## config.mk

```make
export PLATFORM = sky130hd
export DESIGN_NAME = branch_target_predictor
export DESIGN_NICKNAME = d
export VERILOG_FILES = /design/src/rtl/branch_target_predictor.sv
export SDC_FILE = /design/constraint.sdc
export NUM_CORES = 2
export LEC_CHECK = 0
export BUFFER_PORTS_ARGS = -buffer_cell sky130_fd_sc_hd__buf_2
export CORE_MARGIN = 1
export CORE_UTILIZATION = 56
export CTS_CLUSTER_DIAMETER = 60
export CTS_CLUSTER_SIZE = 14
export DETAILED_ROUTE_END_ITERATION = 6
export PLACE_DENSITY = 0.83
export SYNTH_ARGS = -nofsm -noshare
export SYNTH_HDL_FRONTEND = slang
export SYNTH_SLANG_ARGS = --single-unit
```

## constraint.sdc

```tcl
create_clock -name clk -period 4.3 [get_ports clk]
set_clock_uncertainty 0.15 [all_clocks]
set_input_delay 0.43 -clock clk [delete_from_list [all_inputs] [get_ports clk]]
set_output_delay 0.43 -clock clk [all_outputs]
set_load 0.01 [all_outputs]
```

## src/rtl/branch_target_predictor.sv

```systemverilog
// Direct-mapped branch target buffer with 2-bit direction counters.
// Predicts next fetch PC combinationally and trains from resolved Execute-stage branches.
module branch_target_predictor #(
   parameter int unsigned DATA_WIDTH = 32,
   parameter int unsigned INDEX_BITS = 4
) (
   input  logic                  clk,
   input  logic                  rst,
   input  logic [DATA_WIDTH-1:0] PCF,
   output logic                  PredTakenF,
   output logic [DATA_WIDTH-1:0] PredTargetF,
   input  logic                  UpdateE,
   input  logic [DATA_WIDTH-1:0] PCE,
   input  logic                  ActualTakenE,
   input  logic [DATA_WIDTH-1:0] ActualTargetE,
   input  logic                  PredTakenE,
   input  logic [DATA_WIDTH-1:0] PredTargetE,
   output logic                  MispredictE,
   output logic [DATA_WIDTH-1:0] RecoverPCE,
   output logic [31:0]           BranchCount,
   output logic [31:0]           MispredictCount
);

   localparam int unsigned ENTRIES = 1 << INDEX_BITS;
   localparam int unsigned TAG_W   = DATA_WIDTH - INDEX_BITS - 2;
   localparam int unsigned CNT_W   = 32;

   localparam logic [1:0] CTR_RESET = 2'b01;
   localparam logic [1:0] CTR_ALLOC = 2'b10;
   localparam logic [1:0] CTR_MAX   = 2'b11;
   localparam logic [1:0] CTR_MIN   = 2'b00;

   logic [ENTRIES-1:0]    valid_q, valid_d;
   logic [TAG_W-1:0]      tag_q    [ENTRIES];
   logic [TAG_W-1:0]      tag_d    [ENTRIES];
   logic [DATA_WIDTH-1:0] target_q [ENTRIES];
   logic [DATA_WIDTH-1:0] target_d [ENTRIES];
   logic [1:0]            ctr_q    [ENTRIES];
   logic [1:0]            ctr_d    [ENTRIES];
   logic [CNT_W-1:0]      branch_count_q, branch_count_d;
   logic [CNT_W-1:0]      mispredict_count_q, mispredict_count_d;

   logic [INDEX_BITS-1:0] idx_f, idx_e;
   logic [TAG_W-1:0]      tag_f, tag_e;
   logic                  hit_f, hit_e;
   logic                  mispredict;

   // Fetch-side lookup sees only registered state, so same-cycle training is not bypassed
   always_comb begin
      idx_f       = PCF[INDEX_BITS+1:2];
      tag_f       = PCF[DATA_WIDTH-1:INDEX_BITS+2];
      hit_f       = valid_q[idx_f] && (tag_q[idx_f] == tag_f);
      PredTakenF  = hit_f && ctr_q[idx_f][1];
      PredTargetF = PredTakenF ? target_q[idx_f] : PCF + DATA_WIDTH'(4);
   end

   // Execute-side resolution and recovery address
   always_comb begin
      idx_e       = PCE[INDEX_BITS+1:2];
      tag_e       = PCE[DATA_WIDTH-1:INDEX_BITS+2];
      hit_e       = valid_q[idx_e] && (tag_q[idx_e] == tag_e);
      mispredict  = UpdateE && ((PredTakenE != ActualTakenE) ||
                                (ActualTakenE && (PredTargetE != ActualTargetE)));
      MispredictE = mispredict;
      RecoverPCE  = ActualTakenE ? ActualTargetE : PCE + DATA_WIDTH'(4);
   end

   // Training: hits move the counter, taken misses allocate weakly-taken entries
   always_comb begin
      valid_d  = valid_q;
      tag_d    = tag_q;
      target_d = target_q;
      ctr_d    = ctr_q;
      if (UpdateE) begin
         if (hit_e) begin
            if (ActualTakenE) begin
               target_d[idx_e] = ActualTargetE;
               if (ctr_q[idx_e] != CTR_MAX) ctr_d[idx_e] = ctr_q[idx_e] + 2'd1;
            end else if (ctr_q[idx_e] != CTR_MIN) begin
               ctr_d[idx_e] = ctr_q[idx_e] - 2'd1;
            end
         end else if (ActualTakenE) begin
            valid_d[idx_e]  = 1'b1;
            tag_d[idx_e]    = tag_e;
            target_d[idx_e] = ActualTargetE;
            ctr_d[idx_e]    = CTR_ALLOC;
         end
      end
   end

   always_comb begin
      branch_count_d     = branch_count_q + CNT_W'(UpdateE);
      mispredict_count_d = mispredict_count_q + CNT_W'(mispredict);
   end

   always_ff @(posedge clk) begin
      if (rst) begin
         valid_q            <= '0;
         branch_count_q     <= '0;
         mispredict_count_q <= '0;
         for (int unsigned i = 0; i < ENTRIES; i++) begin
            tag_q[i]    <= '0;
            target_q[i] <= '0;
            ctr_q[i]    <= CTR_RESET;
         end
      end else begin
         valid_q            <= valid_d;
         branch_count_q     <= branch_count_d;
         mispredict_count_q <= mispredict_count_d;
         for (int unsigned i = 0; i < ENTRIES; i++) begin
            tag_q[i]    <= tag_d[i];
            target_q[i] <= target_d[i];
            ctr_q[i]    <= ctr_d[i];
         end
      end
   end

   assign BranchCount     = branch_count_q;
   assign MispredictCount = mispredict_count_q;

endmodule

```

Word-level counts from Yosys, hierarchy flattened
Index checks and enable logic that the tools add are counted.
{"block": "word_totals", "ff_bits": 1040, "in_bits": 133, "output_inout_bits": 130, "wordCells": 128}
{"block": "op_classes", "n_addsub": 6, "magnitude_cmp": 6, "eq_ne": 6, "mux": 38, "n_bitwise": 7, "reduce_logical": 14}
{"cell": "bitwise mux 512 bit", "n": 1}
{"cell": "bitwise mux 416 bit", "n": 1}
{"cell": "2-to-1 mux 32 bit", "n": 10}
{"cell": "binary-select mux 26 bit (select 4 bit)", "n": 2}
{"cell": "2-to-1 mux 26 bit", "n": 5}
{"cell": "binary-select mux 32 bit (select 4 bit)", "n": 1}
{"cell": "demux 32 bit (select 4 bit)", "n": 1}
{"cell": "demux 26 bit (select 4 bit)", "n": 1}
{"cell": "adder 32 x 1 -> 32 bit", "n": 2}
{"cell": "adder 32 x 3 -> 32 bit (second input constant)", "n": 2}
{"cell": "bitwise mux 32 bit", "n": 2}
{"cell": "== test 26 bit", "n": 2}
{"cell": "inequality test 32 bit", "n": 1}
{"cell": "OR 16 bit", "n": 2}
{"cell": "bitwise AND 16 bit", "n": 1}
{"cell": "binary-select mux 2 bit (select 4 bit)", "n": 2}
{"cell": "NOT 16 bit", "n": 1}
{"cell": ">= comparator 5 bit (second input constant)", "n": 2}
{"cell": "< comparator 4 x 5 -> 1 bit (second input constant)", "n": 2}
{"cell": "2-to-1 mux 2 bit", "n": 5}
{"cell": "NOT 4 -> 5 bit", "n": 2}
{"cell": "binary-select mux 1 bit (select 4 bit)", "n": 2}
{"cell": "demux 2 bit (select 4 bit)", "n": 1}
{"cell": "logical AND 1 bit", "n": 7}
{"cell": "other kinds (15)", "n": 19}

Logic depth before layout (Yosys ltp)
{"block": "depth", "ltp_word": 9, "mapped_depth": 17, "ltp_nobuf": 16}

Worst setup path after synthesis
No wires, ideal clock.
{"block": "synth_path", "kind": "input to output", "startpoint": "input PCF[2]", "endpoint": "output PredTargetF[1]", "t_arrival_ns": 3.603, "required_time_ns": 3.720, "slack_ns": 0.117, "stages": 11, "path_buffers": 4, "path_cell_list": "clkbuf_1 > buf_1 > mux4_2 > mux4_2 > xnor2_1 > nand4_1 > nor4_1 > and3_1 > clkbuf_1 > buf_2 > mux2_2"}
{"block": "synth_between", "elab_chain_cells": 8, "elab_cells_between_ends": 16, "cone_classes": "eq/ne (1); mux (12); bitwise (1); reduce/logical (2)"}
{"element": "start, declared", "line_no": "9", "source": "input logic [DATA_WIDTH-1:0] PCF,"}
{"element": "NOT 4 -> 5 bit (not written as such)", "line_no": "52, 53, 54"}
{"element": "binary-select mux 26 bit (select 4 bit)", "line_no": "52", "source": "hit_f = valid_q[idx_f] && (tag_q[idx_f] == tag_f);"}
{"element": "2-to-1 mux 26 bit (not written as such) (2 in series)", "line_no": "52"}
{"element": "== test 26 bit", "line_no": "52"}
{"element": "logical AND 1 bit", "line_no": "52"}
{"element": "logical AND 1 bit", "line_no": "53", "source": "PredTakenF = hit_f && ctr_q[idx_f][1];"}
{"element": "2-to-1 mux 32 bit *", "line_no": "54", "source": "PredTargetF = PredTakenF ? target_q[idx_f] : PCF + DATA_WIDTH'(4);"}
{"element": "end, declared", "line_no": "11", "source": "output logic [DATA_WIDTH-1:0] PredTargetF,"}
Mark *: on every way between the ends. The rest lies on a longest branch, timed or not. The select of a mux whose other input is x is not followed.

Worst setup path in the final report
{"block": "layout_path", "startpoint": "register tag_q[32] in the netlist's numbering", "endpoint": "output PredTargetF[2]"}
{"block": "layout_between", "elab_chain_cells": 7}
{"element": "start, declared", "line_no": "34", "source": "logic [TAG_W-1:0] tag_q [ENTRIES];"}
{"element": "start signal, assigned by index", "line_no": "111", "source": "tag_q[i] <= tag_d[i];"}
{"element": "binary-select mux 26 bit (select 4 bit)", "line_no": "52"}
{"element": "2-to-1 mux 26 bit (not written as such) (2 in series)", "line_no": "52"}
{"element": "== test 26 bit", "line_no": "52"}
{"element": "logical AND 1 bit", "line_no": "52"}
{"element": "logical AND 1 bit", "line_no": "53"}
{"element": "2-to-1 mux 32 bit", "line_no": "54"}
No other way between the ends. The select of a mux whose other input is x is not followed.

==> impl_metrics.csv <==
group,metric,value,unit
clock_network,cts_sinks,1040,
drt,drc,2,
grt,grt.total_usage,0.414,
setup_path,cp_data_required_time,3.72,ns
clock_network,cts.path.max_buffers,3,
grt,grt_overflow,0,
finish,final_area,0.0583,mm²
synthesis,yosysTopAreaCell,"dfxtp_1",
synthesis,yosys.area.top_type_share,0.400,
grt,antenna_found_initial,22,
timing,hold_violations,0,
place,dp.final_hpwl,122,mm
grt,grt_max_degree,181,
synthesis,syn-num-nets,6143,
finish,synthToLayoutAreaGrowth,12.0,%
place,io_buffers,262,
setup_path,path_cells,"mux4_2 > mux4_2 > xnor2_1 > nand4_1 > nor4_2 > buf_4 > and3_4 > buf_12 > clkbuf_16 > nand2_1 > o21ai_0 > buf_2",
clock_network,clkSlewWorstSetupHoldPaths,0.07,ns
timing,fin_crit,4.52,ns
finish,fill_cells,7142,
place,dp_slack,0.0190,ns
finish,drive_above_1_share,0.189,
min_path,hp-class,"input port to register",
synthesis,syn_area,0.0521,mm²
synthesis,ys.flop_type,"dfxtp_1",
drt,drt_iter0_markers,9665,
place,gp_congestion,1.03,
die,dieArea,0.0942,mm²
setup_path,path_max_fanout,9,
synthesis,synth_area_per_cell,8.68,µm²
setup_path,cpMostUsedCell,"mux4_2",
die,die_h,307,µm
timing,period_share,1.05,
die,coreArea,0.0919,mm²
pwr,finalPower,19600,µW
drt,finalWirelength,202,mm
pwr,power_density,335,mW/mm²
timing,rsz0062_at_grt,"yes",
drt,via_count,51400,
run_status,outcome,"finished with violations",
finish,fin_util,0.634,
run_status,violations,"design-rule violations, negative setup slack",
die,num_io_pins,263,
synthesis,synth-edff-count,0,
pwr,leakagePower,0.0196,µW
timing,worstMarginPinSlew,1.30,ns
setup_path,critical_path_class,"register to primary output",
synthesis,async_flop_share,0,
synthesis,ys_seq_elements,1040,
synthesis,netlist_top_cells_area,"dfxtp_1 (40%), mux4_2 (17%), a21oi_1 (9.3%), nand2_1 (8.5%), o21ai_0 (4.9%)",
finish,seqCellArea,0.0208,mm²
setup_path,start_kind,"register",
clock_network,clk_latency,0.71,ns
clock_network,h-tree-depth,3,
timing,setup_viol,33,
timing,fmax,221,MHz
place,dpl_cell_area,0.0553,mm²
synthesis,ys_types,65,
pwr,ir_drop,0.000297,V
grt,grt_pass1_wl,296,mm
clock_network,cts-buffers-inserted,89,
drt,ant_nets,0,
job,maxCapViolCount,0,
synthesis,yosysWarnings,0,
finish,nets,6084,
die,initial_utilization,0.566,
setup_path,critPathSlowestCell,"mux4_2",
clock_network,cts_tree,"built",
die,fp.dieW,307,µm
setup_path,max_stage_delay,0.58,ns
clock_network,clockRootBuffer,"clkbuf_16",
finish,multi_input_area,0.0287,mm²
die,placementRows,111,
drt,wire_per_inst,28.0,µm
timing,fin_ws,-0.220,ns
timing,slew_violations,0,
drt,viasPerCell,7.11,
setup_path,end_kind,"primary output",
grt,grt_pass1_vias,48200,
synthesis,synth_seq_area_share,0.400,
setup_path,critPathArrivalTime,3.94,ns
timing,maxSlewHeadroom,0.134,
synthesis,synth_cells,5999,
drt,drtPass1Iterations,7,
## critical path: cells and delay by family, from the launching register on
kind            cells  cell delay (ns)
compound gates      1             0.12
xor+xnor            1             0.20
buf+inv             4             0.78
flops               1             0.34
mux                 2             1.06
simple gates        4             0.75
## cell usage in the layout, fill, tap and decap left out, types with 21 or more instances in the layout
master	n
a21oi_1	965
and3_1	38
buf_12	75
buf_2	251
buf_4	187
clkbuf_16	94
dfxtp_1	1035
mux2_2	23
mux2i_1	79
mux4_2	386
nand2_1	1156
nand3_1	483
nand4_1	42
nor2_1	134
nor2b_1	27
o21ai_0	480
o21ai_1	21
xnor2_1	88
xor2_1	96
## flip-flops by register name, summed over array words and instances (netlist names)
signal,cells
ctr_q,32
target_q,512
tag_q,416
MispredictCount,32
BranchCount,32
valid_q,16
## worst paths after layout
path,startpoint,end,slack (ns),cells past startpoint
setup / recovery,tag_q[32],PredTargetF[2],-0.22,12
hold / removal,ActualTargetE[3],target_q[291],0.03,3
setup reg to reg,tag_q[7],ctr_q[23],0.37,10
hold reg to reg,target_q[162],target_q[162],0.30,2
## timing repair
action / 4_1_cts / 5_1_grt
hold buffers: 2 / 0
pin swaps: 1 / 4
buffers inserted: 0 / 2
endpoints found under the setup margin: 32 / 33
gates cloned: 0 / 5
endpoints found under the hold margin: 10 / 0
gates resized for setup: 10 / 58
## per-stage QoR
step	TNS, ns	hold slack, ns	instances
after global routing	-6.96	0.0322	7215
after detailed placement	0	0.294	7083
after floorplan	0	0.283	5999
final	-3.20	0.0261	7226
after CTS	-0.0947	0.0106	7202
after global placement	0	0.288	7083
## report_power, final
part / leakage [µW] / switching, µW / total [µW] / internal (µW)
clock: 0.00128 / 3820 / 7950 / 4130
combinational: 0.00992 / 1250 / 1850 / 600
sequential: 0.00839 / 50.0 / 9750 / 9700
total: 0.0196 / 5130 / 19600 / 14400
## area by class of cell
type | count | share of cell area
multi-input combinational | 4263 | 0.492
sequential | 1040 | 0.357
timing repair buffer | 534 | 0.0772
clock buffer | 100 | 0.0401
tap | 1243 | 0.0267
clock inverter | 17 | 0.00528
inverter | 12 | 0.000772
antenna | 17 | 0.000729
## cell families after synthesis
| family | Yosys count | synth area share |
|---|---|---|
| adder cells (fa/ha/maj) | 11 | 0.00264 |
| AND/OR/NAND/NOR | 1999 | 0.166 |
| multiplexers | 490 | 0.188 |
| XOR/XNOR | 188 | 0.0318 |
| buffers and inverters | 696 | 0.0542 |
| AO/OA/AOI/OAI | 1575 | 0.158 |
| flip-flops | 1040 | 0.400 |
## cells in the mapped netlist (9+ instances only)
cell type,count
a22oi_1,16
a21oi_1,965
ha_1,11
clkbuf_1,546
nor2b_1,27
mux4_2,386
nor4_1,9
or3_1,9
nand2b_1,12
a41oi_1,16
o21ai_0,507
nor2_1,134
dfxtp_1,1040
nand3_1,483
buf_4,15
buf_1,48
and2_1,23
clkbuf_2,30
and3_1,51
xor2_1,97
mux2i_1,79
nand2_1,1181
nor3_1,9
inv_1,9
o32ai_1,12
buf_2,37
mux2_2,25
xnor2_1,90
nand4_1,42
## routing by layer
layer / routed length, µm / GRT usage
met5: 200 / 0
met1: 65000 / 0.507
met2: 82900 / 0.578
met3: 34700 / 0.160
met4: 19500 / 0.337
(Power assumes the default switching activity.)
